File: config.mk
export PLATFORM = sky130hd
export DESIGN_NAME = cnt8_run_ctrl
export DESIGN_NICKNAME = d
export VERILOG_FILES = /design/src/rtl/cnt_ctrl_pkg.sv /design/src/rtl/cnt8_run_ctrl_btn_debounce.sv /design/src/rtl/cnt8_run_ctrl.sv
export SDC_FILE = /design/constraint.sdc
export NUM_CORES = 1
export LEC_CHECK = 0
export ABC_AREA = 1
export CELL_PAD_IN_SITES_DETAIL_PLACEMENT = 2
export CELL_PAD_IN_SITES_GLOBAL_PLACEMENT = 2
export CORE_MARGIN = 2
export CORE_UTILIZATION = 24
export CTS_CLUSTER_SIZE = 40
export DETAILED_ROUTE_END_ITERATION = 8
export PLACE_DENSITY = 0.55
export SKIP_LAST_GASP = 1
export SLEW_MARGIN = 5
export SYNTH_ARGS = -nofsm -noshare
export SYNTH_HDL_FRONTEND = slang
export SYNTH_SLANG_ARGS = --single-unit
File: constraint.sdc
create_clock -name clk -period 2.6 [get_ports clk]
set_clock_uncertainty 0.05 [all_clocks]
set_input_delay 0.65 -clock clk [delete_from_list [all_inputs] [get_ports clk]]
set_output_delay 0.65 -clock clk [all_outputs]
set_load 0.01 [all_outputs]
File: src/rtl/cnt_ctrl_pkg.sv
// Shared types and helpers for the 8-bit run/pause counter controller.
// Optional feature macro used by the top: CNT_AUTOSTOP_EN.
package cnt_ctrl_pkg;

  localparam int CNT_W = 8;
  localparam logic [CNT_W-1:0] CNT_MAX = 8'd255;

  typedef enum logic [1:0] {
    ST_IDLE  = 2'd0,
    ST_RUN   = 2'd1,
    ST_PAUSE = 2'd2
  } state_e;

  // One count step in the requested direction, wrapping modulo 2**CNT_W.
  function automatic logic [CNT_W-1:0] cnt_step(input logic [CNT_W-1:0] cnt,
                                                input logic up);
    return up ? (cnt + CNT_W'(1)) : (cnt - CNT_W'(1));
  endfunction

  // True when the next step in the requested direction would wrap.
  function automatic logic cnt_at_wrap(input logic [CNT_W-1:0] cnt,
                                       input logic up);
    return up ? (cnt == CNT_MAX) : (cnt == '0);
  endfunction

endpackage

File: src/rtl/cnt8_run_ctrl_btn_debounce.sv
// Button conditioning: 2-flop synchroniser, stable-high debouncer and a
// single-cycle pulse per accepted press. A button already high when reset
// releases must be seen low once before any press is accepted.
module btn_debounce #(
  parameter int DEB_CYCLES = 500_000
) (
  input  logic clk_i,
  input  logic rst_ni,
  input  logic btn_i,
  output logic pulse_o
);

  localparam int CW = (DEB_CYCLES > 1) ? $clog2(DEB_CYCLES) : 1;
  localparam logic [CW-1:0] CNT_LAST = CW'(DEB_CYCLES - 1);

  logic          sync1_q, sync2_q;
  logic [1:0]    fill_q, fill_d;
  logic          armed_q, armed_d;
  logic          accepted_q, accepted_d;
  logic [CW-1:0] cnt_q, cnt_d;
  logic          pulse_q, pulse_d;

  // Synchroniser, pipeline-fill tracker and debounce state registers.
  always_ff @(posedge clk_i or negedge rst_ni) begin
    if (!rst_ni) begin
      sync1_q    <= 1'b0;
      sync2_q    <= 1'b0;
      fill_q     <= 2'b00;
      armed_q    <= 1'b0;
      accepted_q <= 1'b0;
      cnt_q      <= '0;
      pulse_q    <= 1'b0;
    end else begin
      sync1_q    <= btn_i;
      sync2_q    <= sync1_q;
      fill_q     <= fill_d;
      armed_q    <= armed_d;
      accepted_q <= accepted_d;
      cnt_q      <= cnt_d;
      pulse_q    <= pulse_d;
    end
  end

  // Count consecutive high samples; fire once when the run reaches DEB_CYCLES.
  // sync2_q only reflects the pin once fill_q[1] is set, so arming waits for it.
  always_comb begin
    fill_d     = {fill_q[0], 1'b1};
    armed_d    = armed_q | (fill_q[1] & ~sync2_q);
    cnt_d      = cnt_q;
    accepted_d = accepted_q;
    pulse_d    = 1'b0;
    if (!sync2_q) begin
      cnt_d      = '0;
      accepted_d = 1'b0;
    end else if (armed_q && !accepted_q) begin
      if (cnt_q == CNT_LAST) begin
        pulse_d    = 1'b1;
        accepted_d = 1'b1;
      end else begin
        cnt_d = cnt_q + CW'(1);
      end
    end
  end

  assign pulse_o = pulse_q;

endmodule

File: src/rtl/cnt8_run_ctrl.sv
// 8-bit up/down counter with start/pause/clear buttons and a tick divider.
// Define CNT_AUTOSTOP_EN to make a wrapping tick hold q and drop to PAUSE.
//
// state | meaning
// IDLE  | stopped, q cleared
// RUN   | q steps on every tick
// PAUSE | q held, start resumes, stop clears
module cnt8_run_ctrl
  import cnt_ctrl_pkg::*;
#(
  parameter int F_CLK_HZ   = 50_000_000,
  parameter int TICK_HZ    = 4,
  parameter int DEB_CYCLES = 500_000
) (
  input  logic             clk,
  input  logic             rst_n,
  input  logic             btn_start,
  input  logic             btn_stop,
  input  logic             btn_dir,
  output logic [CNT_W-1:0] q,
  output logic             running,
  output logic             dir_up,
  output logic [1:0]       state
);

  localparam int DIV   = F_CLK_HZ / TICK_HZ;
  localparam int DIV_W = ($clog2(DIV) > 0) ? $clog2(DIV) : 1;
  localparam logic [DIV_W-1:0] DIV_LAST = DIV_W'(DIV - 1);

  logic start_p, stop_p, dir_p;
  logic [DIV_W-1:0] div_q;
  logic             tick;

  state_e           state_q, state_d;
  logic [CNT_W-1:0] q_q, q_d;
  logic             dir_q, dir_d;
  logic             running_q;

  btn_debounce #(.DEB_CYCLES(DEB_CYCLES)) u_deb_start (
    .clk_i(clk), .rst_ni(rst_n), .btn_i(btn_start), .pulse_o(start_p)
  );

  btn_debounce #(.DEB_CYCLES(DEB_CYCLES)) u_deb_stop (
    .clk_i(clk), .rst_ni(rst_n), .btn_i(btn_stop), .pulse_o(stop_p)
  );

  btn_debounce #(.DEB_CYCLES(DEB_CYCLES)) u_deb_dir (
    .clk_i(clk), .rst_ni(rst_n), .btn_i(btn_dir), .pulse_o(dir_p)
  );

  // Free-running tick divider: down-counter reloading at terminal count.
  always_ff @(posedge clk or negedge rst_n) begin
    if (!rst_n) begin
      div_q <= '0;
    end else if (div_q == '0) begin
      div_q <= DIV_LAST;
    end else begin
      div_q <= div_q - DIV_W'(1);
    end
  end

  assign tick = (div_q == '0);

  // FSM, count and direction registers; running is registered from next state.
  always_ff @(posedge clk or negedge rst_n) begin
    if (!rst_n) begin
      state_q   <= ST_IDLE;
      q_q       <= '0;
      dir_q     <= 1'b1;
      running_q <= 1'b0;
    end else begin
      state_q   <= state_d;
      q_q       <= q_d;
      dir_q     <= dir_d;
      running_q <= (state_d == ST_RUN);
    end
  end

  // Next state and count. Stop outranks start; a button edge consumes the
  // cycle so a coincident tick does not step. Steps use the old direction.
  always_comb begin
    state_d = state_q;
    q_d     = q_q;
    dir_d   = dir_q ^ dir_p;
    case (state_q)
      ST_IDLE: begin
        if (!stop_p && start_p) begin
          state_d = ST_RUN;
        end
      end
      ST_RUN: begin
        if (stop_p) begin
          state_d = ST_PAUSE;
        end else if (tick) begin
`ifdef CNT_AUTOSTOP_EN
          if (cnt_at_wrap(q_q, dir_q)) begin
            state_d = ST_PAUSE;
          end else begin
            q_d = cnt_step(q_q, dir_q);
          end
`else
          q_d = cnt_step(q_q, dir_q);
`endif
        end
      end
      ST_PAUSE: begin
        if (stop_p) begin
          state_d = ST_IDLE;
          q_d     = '0;
        end else if (start_p) begin
          state_d = ST_RUN;
        end
      end
      default: begin
        state_d = ST_IDLE;
      end
    endcase
  end

  assign q       = q_q;
  assign running = running_q;
  assign dir_up  = dir_q;
  assign state   = state_q;

endmodule

[Yosys cells after proc, flatten, opt, wreduce, memory -nomap -nowiden]
Cells that the tools add are included.
Cells by class
  add/sub/neg operators: 6
  multipliers: 0
  divide/modulo/power cells: 0
  $lt $le $gt $ge: 0
  eq/ne operators: 18
  shifts and indexed selects: 0
  mux-type cells: 38
  bitwise logic cells: 10
  reductions and logical operators: 18
Operator list (count)
  $mux 19: 9
  $add 19x1->19 const B: 3
  $eq 19x19->1 const B: 3
  $mux 8: 4
  $logic_not 24->1: 1
  $mux 24: 1
  $sub 24x1->24 const B: 1
  $ne 2x2->1 const B: 11
  $mux 1: 18
  $pmux 8 s2: 1
  $reduce_and 2->1: 6
  $add 8x1->8 const B: 1
  $mux 2: 4
  $sub 8x1->8 const B: 1
  $pmux 2 s3: 1
  $eq 2x1->1 const B: 2
  $logic_and 1x1->1: 4
  $logic_not 1->1: 4
  $reduce_and 4->1: 1
  $and 1x1->1: 3
  $not 1->1: 3
  $or 1x1->1: 3
  $eq 2x2->1 const B: 1
  $logic_not 2->1: 1
  other kinds (3): 3
Word-level totals
  bits in registers: 114
  latch bits: 0
  RAM bits: 0
  memory bits (read-only): 0
  bits of input ports: 5
  output and inout port bits: 12
  word-level logic and storage cells: 116
  memories kept: 0

[Longest topological paths before layout]
  depth in word-level cells: 5
  gate-level depth with buffers: 10
  gate-level depth less buffers: 10

[Hierarchy]
A second synthesis with hierarchy kept.
Unflattened totals
  cell total of the unflattened synthesis: 875
  area, all modules: 6795.3 um2
By module, submodules not included
  btn_debounce: times used 3, cells an instance 188, area each 1493.9 um2, sequential area each 650.6 um2
  cnt8_run_ctrl: times used 1, cells an instance 311, area each 2313.5 um2, sequential area each 902.1 um2

[Worst setup path after synthesis]
No wires, ideal clock.
  path type: register to register
  start: reg dir_q, in the netlist dir_up
  end: reg q_q[3], in the netlist q[3]
  setup time: 0.117 ns
  data arrival time: 1.741 ns
  data required time: 2.433 ns
  setup slack: 0.692 ns
  stages on the path, launching flop included: 9
  buffers on the path: 0
  period minus slack after synthesis: 1.908 ns
  path through: dfstp_2 inv_1 ha_1 or2_2 and2_1 o21ai_0 a21oi_1 nand2_1 nand2_1
On the way
  cells in the longest elaborated chain, start to end: 4
RTL lines
  start, declared: line cnt8_run_ctrl.sv:36  | logic dir_q, dir_d;
  start signal, assigned: line cnt8_run_ctrl.sv:74  | dir_q <= dir_d;
  $mux 8: line cnt_ctrl_pkg.sv:17  | return up ? (cnt + CNT_W'(1)) : (cnt - CNT_W'(1));
  $mux 8: line cnt8_run_ctrl.sv:94  | end else if (tick) begin
  $mux 8: line cnt8_run_ctrl.sv:92  | if (stop_p) begin
  $pmux 8 s2: line cnt8_run_ctrl.sv:85  | case (state_q)
  end signal, assigned: line cnt8_run_ctrl.sv:73  | q_q <= q_d;
  end, declared: line cnt8_run_ctrl.sv:35  | logic [CNT_W-1:0] q_q, q_d;
Every way passes these cells. The select of a mux whose other input is x is not followed.
A chain may end at the register's enable or synchronous reset.

[Worst setup path after layout]
  start: reg dir_q, in the netlist dir_up
  end: out dir_up
RTL lines
  end, declared: line cnt8_run_ctrl.sv:22  | output logic dir_up,
No word-level cell between the ends.

==> summary.md <==
| Metric | Value |
|---|---|
| Port buffer count | 16 |
| Fin nets | 956 |
| Die W | 171 um |
| Top FF cell, synth | dfrtp_1 |
| Achievable Freq | 447 MHz |
| WP buf/inv | 1 |
| Most common cell after layout, fill and taps aside | nand2_1 |
| Worst-case reg-to-reg path depth | 8 |
| RSZ-0062 raised after global routing | no |
| Clock root cell | clkbuf_16 |
| Hold WS | 173 ps |
| Post-synthesis cell area | 6720 um^2 |
| Largest net degree at the start of global routing | 54 |
| Max rail drop VDD | 0.337 mV |
| Vias in the first global route | 6519 |
| Worst setup path class | reg2out |
| Setup crit end kind | primary output |
| Max-cap viol count | 0 |
| Slew margin rel. | 0.623 |
| Final-report hold violation count | 0 |
| Synth top area cells | dfrtp_1, nand2_1, nor2_1, nand3_1, inv_1 |
| GRT overflow | 0 |
| Initial antenna violation count | 0 |
| Drt wl/cell | 15.2 um |
| Slew Viols, Final | 0 |
| Worst-Margin Slew | 563 ps |
| Async SR Flop Fraction | 1.00 |
| DRC viols | 0 |
| Cts hold-fix bufs | 0 |
| I/O pins | 17 |
| Post-synth EDFFs | 0 |
| FF-to-FF End | q[3]$_DFFE_PN0P_ |
| Total CTS buffers | 9 |
| Die ar. | 29300 um^2 |
| Synthesized instance count | 920 |
| Iteration-0 DRC Markers | 192 |
| Placed instance count | 1306 |
| Initial core utilization | 0.243 |
| PwrDens | 453 nW/um^2 |
| Via density | 4.50 |
| DRT antenna net count | 0 |
| CTS clk-pin slew, worst paths | 80 ps |
| Unique cell type count in the Yosys netlist | 46 |
| Clk_lat worst skew | 370 ps |
| Reg-to-reg slack, setup | 560 ps |
| Cell row count | 61 |
| Area growth, synth to finish | 12.9% |
| R2R Path Start | dir_up$_DFF_PN1_ |
| Min cycle time layout | 2240 ps |
| Outcome | completed |
| Worst path slowest cell | dfstp_2 |
| Critical path's top delay family | flip-flops |
| Syn_nets | 937 |
| Synth top area share | 0.406 |
| Hold Crit Class | in2async |
| Arr. time, crit path | 1540 ps |
| # clock sinks | 110 |
| Wire length of the first global-routing pass | 34.9 mm |
| Place WS | 549 ps |
| CP peak stage delay | 600 ps |
| Routability cong. | 0.761 |
| Peak fanout along the critical path | 5 |
| Share of cells above drive strength 1 | 0.0943 |
| CTS resizes | 0 |
| Die Ht | 171 um |
| CTS Buffer Depth | 2 |
| Tot GR Track Use | 0.149 |
| H-tree levels | 3 |
| Final period util | 0.860 |
| Final worst slack | 364 ps |
| FF+latch count, synth | 110 |
| Data required, critical path | 1900 ps |
| N_diodes | 0 |
| Setup_tns | 0 ps |
| Total core area | 27600 um^2 |
| # setup viols final | 0 |
| Post-synthesis sequential area ratio | 0.410 |
| Synth area leader | dfrtp_1 |
| Via count | 5944 |
| Post-CTS setup repair buffer count | 0 |
| Yosys warns | 0 |
| CTS tree | done |
| Critical path cell sequence | clkdlybuf4s50_1 |
| Post-synthesis area per instance | 7.30 um^2 |
| Commonest non-fill, non-tap cells in the layout | nand2_1, nor2_1, dfrtp_1 |
| TritonRoute pass-1 iters | 4 |
| Overall power | 0.00344 W |
| Total length of routed wires | 20.1 mm |
| Startpoint types | flop |
| Dpl hpwl | 15.4 mm |
| Lkg Pwr | 3.19 nW |
| Final non-filler cell total | 1322 |
[area by class of cell]
type                            count  area (um^2)
Tap cell                          378          473
Clock buffer                        9          225
Clock inverter                      7         77.6
Timing Repair Buffer               23          226
Fill cell                        3293        20000
Multi-Input combinational cell    705         3480
Inverter                           90          345
Sequential cell                   110         2750
[where the power goes]
group / internal (W) / total (W) / switching (W)
clock network: 0.000765 / 0.00150 / 0.000740
logic: 0.0000519 / 0.000148 / 0.0000960
registers: 0.00174 / 0.00178 / 0.0000410
total: 0.00256 / 0.00344 / 0.000877
[logic make-up (layout without fill, tap and decap cells)]
group | count (synthesis) | after routing | synth area share
other | 1 | 1 | 0.000558
and+or+nand+nor | 576 | 576 | 0.384
adders and majority gates | 12 | 12 | 0.0235
buffers and inverters | 105 | 129 | 0.0715
AOI/OAI and AO/OA | 99 | 99 | 0.0883
xor gates and xnor gates | 17 | 17 | 0.0222
DFF | 110 | 110 | 0.410
[flip-flops by register name, summed over array words and instances (netlist names), 2 cells and up]
register and flops:
div_q 24, q 8, state 2, u_deb_dir.cnt_q 19, u_deb_dir.fill_q 2, u_deb_start.cnt_q 19
u_deb_stop.cnt_q 19
[metal layers]
metal  GRT usage  part of all wire
met5           0                 0
met1       0.206              0.51
met2       0.247              0.46
met3      0.0214             0.014
met4      0.0335             0.011
[per-stage QoR]
stage                     instance area (um^2)  utilization
after global routing                      7580        0.274
after CTS                                 7580        0.274
after detailed placement                  7280        0.263
after floorplan                           6720            -
final                                     7580        0.274
after global placement                    7280        0.263
[worst max-delay path by stage]
stage,start,end,depth (start not counted)
6_report,dir_up$_DFF_PN1_,dir_up,1
5_1_grt,u_deb_dir.cnt_q[0]$_DFFE_PN0P_,u_deb_dir.cnt_q[8]$_DFFE_PN0P_,8
4_1_cts,dir_up$_DFF_PN1_,dir_up,1
3_5_place_dp,u_deb_dir.cnt_q[0]$_DFFE_PN0P_,u_deb_dir.cnt_q[8]$_DFFE_PN0P_,8
3_3_place_gp,dir_up$_DFF_PN1_,q[3]$_DFFE_PN0P_,8
2_1_floorplan,dir_up$_DFF_PN1_,q[3]$_DFFE_PN0P_,8
[cells in the mapped netlist, types with 2 or more instances]
| cell | instances |
|---|---|
| inv_2 | 5 |
| nand2_4 | 2 |
| xnor2_1 | 2 |
| nand2_2 | 14 |
| nand4_1 | 21 |
| buf_6 | 5 |
| buf_12 | 2 |
| ha_1 | 11 |
| clkbuf_1 | 2 |
| dfrtp_1 | 109 |
| o21bai_1 | 17 |
| clkinv_1 | 2 |
| nand3_1 | 86 |
| xor2_1 | 15 |
| o21ai_2 | 12 |
| nand3_2 | 4 |
| nor3_1 | 8 |
| nand2_1 | 269 |
| nor2_2 | 10 |
| nor2_1 | 139 |
| nand4_4 | 2 |
| or2_2 | 6 |
| inv_1 | 82 |
| o21ai_1 | 7 |
| a21oi_1 | 15 |
| o21ai_0 | 42 |
| buf_2 | 3 |
| nor2_4 | 5 |
| nand3b_1 | 3 |
| o22ai_1 | 4 |
[worst register-to-register path, cell delays in order (launching register included)]
cell and delay, ps:
dfstp_2 600, inv_1 130, ha_1 340, or2_2 290, and2_1 190, o21ai_0 160, a21oi_1 60, nand2_1 70
nand2_1 50
Power figures use the tool's default switching activity.
==> patch, RTL diff (same flow settings) <==
Add an input register stage for `btn_start`, `btn_stop` and `btn_dir`, cleared by the reset; this delays them by one clock.
--- a/src/rtl/cnt8_run_ctrl.sv
+++ b/src/rtl/cnt8_run_ctrl.sv
@@ -27,6 +27,22 @@
   localparam int DIV_W = ($clog2(DIV) > 0) ? $clog2(DIV) : 1;
   localparam logic [DIV_W-1:0] DIV_LAST = DIV_W'(DIV - 1);
 
+  logic btn_start_q;
+  logic btn_stop_q;
+  logic btn_dir_q;
+
+  always_ff @(posedge clk or negedge rst_n) begin
+    if (!rst_n) begin
+      btn_start_q <= '0;
+      btn_stop_q  <= '0;
+      btn_dir_q   <= '0;
+    end else begin
+      btn_start_q <= btn_start;
+      btn_stop_q  <= btn_stop;
+      btn_dir_q   <= btn_dir;
+    end
+  end
+
   logic start_p, stop_p, dir_p;
   logic [DIV_W-1:0] div_q;
   logic             tick;
@@ -37,15 +53,15 @@
   logic             running_q;
 
   btn_debounce #(.DEB_CYCLES(DEB_CYCLES)) u_deb_start (
-    .clk_i(clk), .rst_ni(rst_n), .btn_i(btn_start), .pulse_o(start_p)
+    .clk_i(clk), .rst_ni(rst_n), .btn_i(btn_start_q), .pulse_o(start_p)
   );
 
   btn_debounce #(.DEB_CYCLES(DEB_CYCLES)) u_deb_stop (
-    .clk_i(clk), .rst_ni(rst_n), .btn_i(btn_stop), .pulse_o(stop_p)
+    .clk_i(clk), .rst_ni(rst_n), .btn_i(btn_stop_q), .pulse_o(stop_p)
   );
 
   btn_debounce #(.DEB_CYCLES(DEB_CYCLES)) u_deb_dir (
-    .clk_i(clk), .rst_ni(rst_n), .btn_i(btn_dir), .pulse_o(dir_p)
+    .clk_i(clk), .rst_ni(rst_n), .btn_i(btn_dir_q), .pulse_o(dir_p)
   );
 
   // Free-running tick divider: down-counter reloading at terminal count.
Function: same outputs for any inputs over 10 cycles, from zero or initial values and one cycle with rst_n low; that may be too few to reach the edited logic, so the function may still have changed.
==> patch against the original RTL <==
  * Cell count rose by 1.5%
  * Wire length rose by 1.6%
  * Register-to-register slack barely moved
  * Worst setup slack got worse by 0.023 ns
  * Sequential cell count rose by 3
  * Area after synthesis fell by 0.11%
  * Total power rose by 22%
  * Combinational power fell by 3%
  * Synthesized cell count rose by 0.54%
  * Cell area rose by 3.4%
  * Largest cell class unchanged
==> patch: results (changes against the original RTL) <==
number of fill cells=3291 (-0.061%); vias per cell=4.56 (+1.3%); # H-tree levels=4 (+1); Post-Synth Adder-Cell Area=2.35% (+0.0026 points); sequential cell area fraction in the yosys report=42.2% (+1.2 points); DR iter-0 viols=205 (+6.8%); result of the run=completed; largest net degree at the start of global routing=51 (-5.6%); share of post-route cells with drive strength above 1=8.82% (-0.61 points); Post-DP HPWL=15200 um (-1.4%); WP data arrival=1.56 ns (+0.02 ns); dpl ws=0.570 ns (+0.0207 ns); Slew @ Worst Pin=0.533 ns (-0.0305 ns); Area contributors post-synth=dfrtp_1 42%, nand2_1 16%, nor2_1 7.8%; Layout Nets=968 (+1.3%); routed via count=6113 (+2.8%); syn nets=942 (+0.53%); synth cell count leaders=286 x nand2_1, 140 x nor2_1, 112 x dfrtp_1; met3 Resource Use GR=2.65% (+0.51 points); dpl cell area=7290 sq um (+0.19%); clk slew on worst S/H paths=0.06 ns (-0.02 ns); met1 wire length=10600 um (+2.5%); Distinct cells, synth=44 (-4.3%); Pint=3.10 mW (+21%); vias in the first global route=6605 (+1.3%); post-synthesis compound-gate area fraction=9.10% (+0.27 points); Inst Count DP=1310 (+0.31%); clk_lat worst skew=0.42 ns (+0.05 ns); met3 routed WL=362 um (+27%); global-route met2 utilization=24.8% (+0.070 points); cells after synthesis=925 (+0.54%); total combinational power=0.144 mW (-3%); GR Util met1=20.8% (+0.19 points); Final GP Congestion=0.707 (-7.2%); total detailed-routing wirelength=20400 um (+1.6%)
==> patch: layout make-up <==
| type | count | share of cell area (%) |
|---|---|---|
| inverters | 90 | 4.37 |
| multi-input cells | 707 | 43.6 |
| flip-flops and latches | 113 | 36.1 |
| repair buffers | 22 | 2.95 |
| clock inverters | 14 | 1.37 |
| clock buffers | 18 | 5.60 |
| well taps | 378 | 6.03 |
==> patch: path summary, 6_finish.rpt <==
path / from / depth (start not counted) / slack, ns / to
max in group asynchronous: rst_n / 2 / 1.76 / u_deb_stop.cnt_q[7]
min in group clk: btn_dir_q / 0 / 0.29 / u_deb_dir.sync1_q
hold / removal: rst_n / 1 / 0.13 / div_q[1]
setup reg to reg: u_deb_dir.cnt_q[0] / 8 / 0.56 / u_deb_dir.cnt_q[8]
setup / recovery: dir_up / 1 / 0.34 / dir_up
hold reg to reg: btn_dir_q / 0 / 0.29 / u_deb_dir.sync1_q
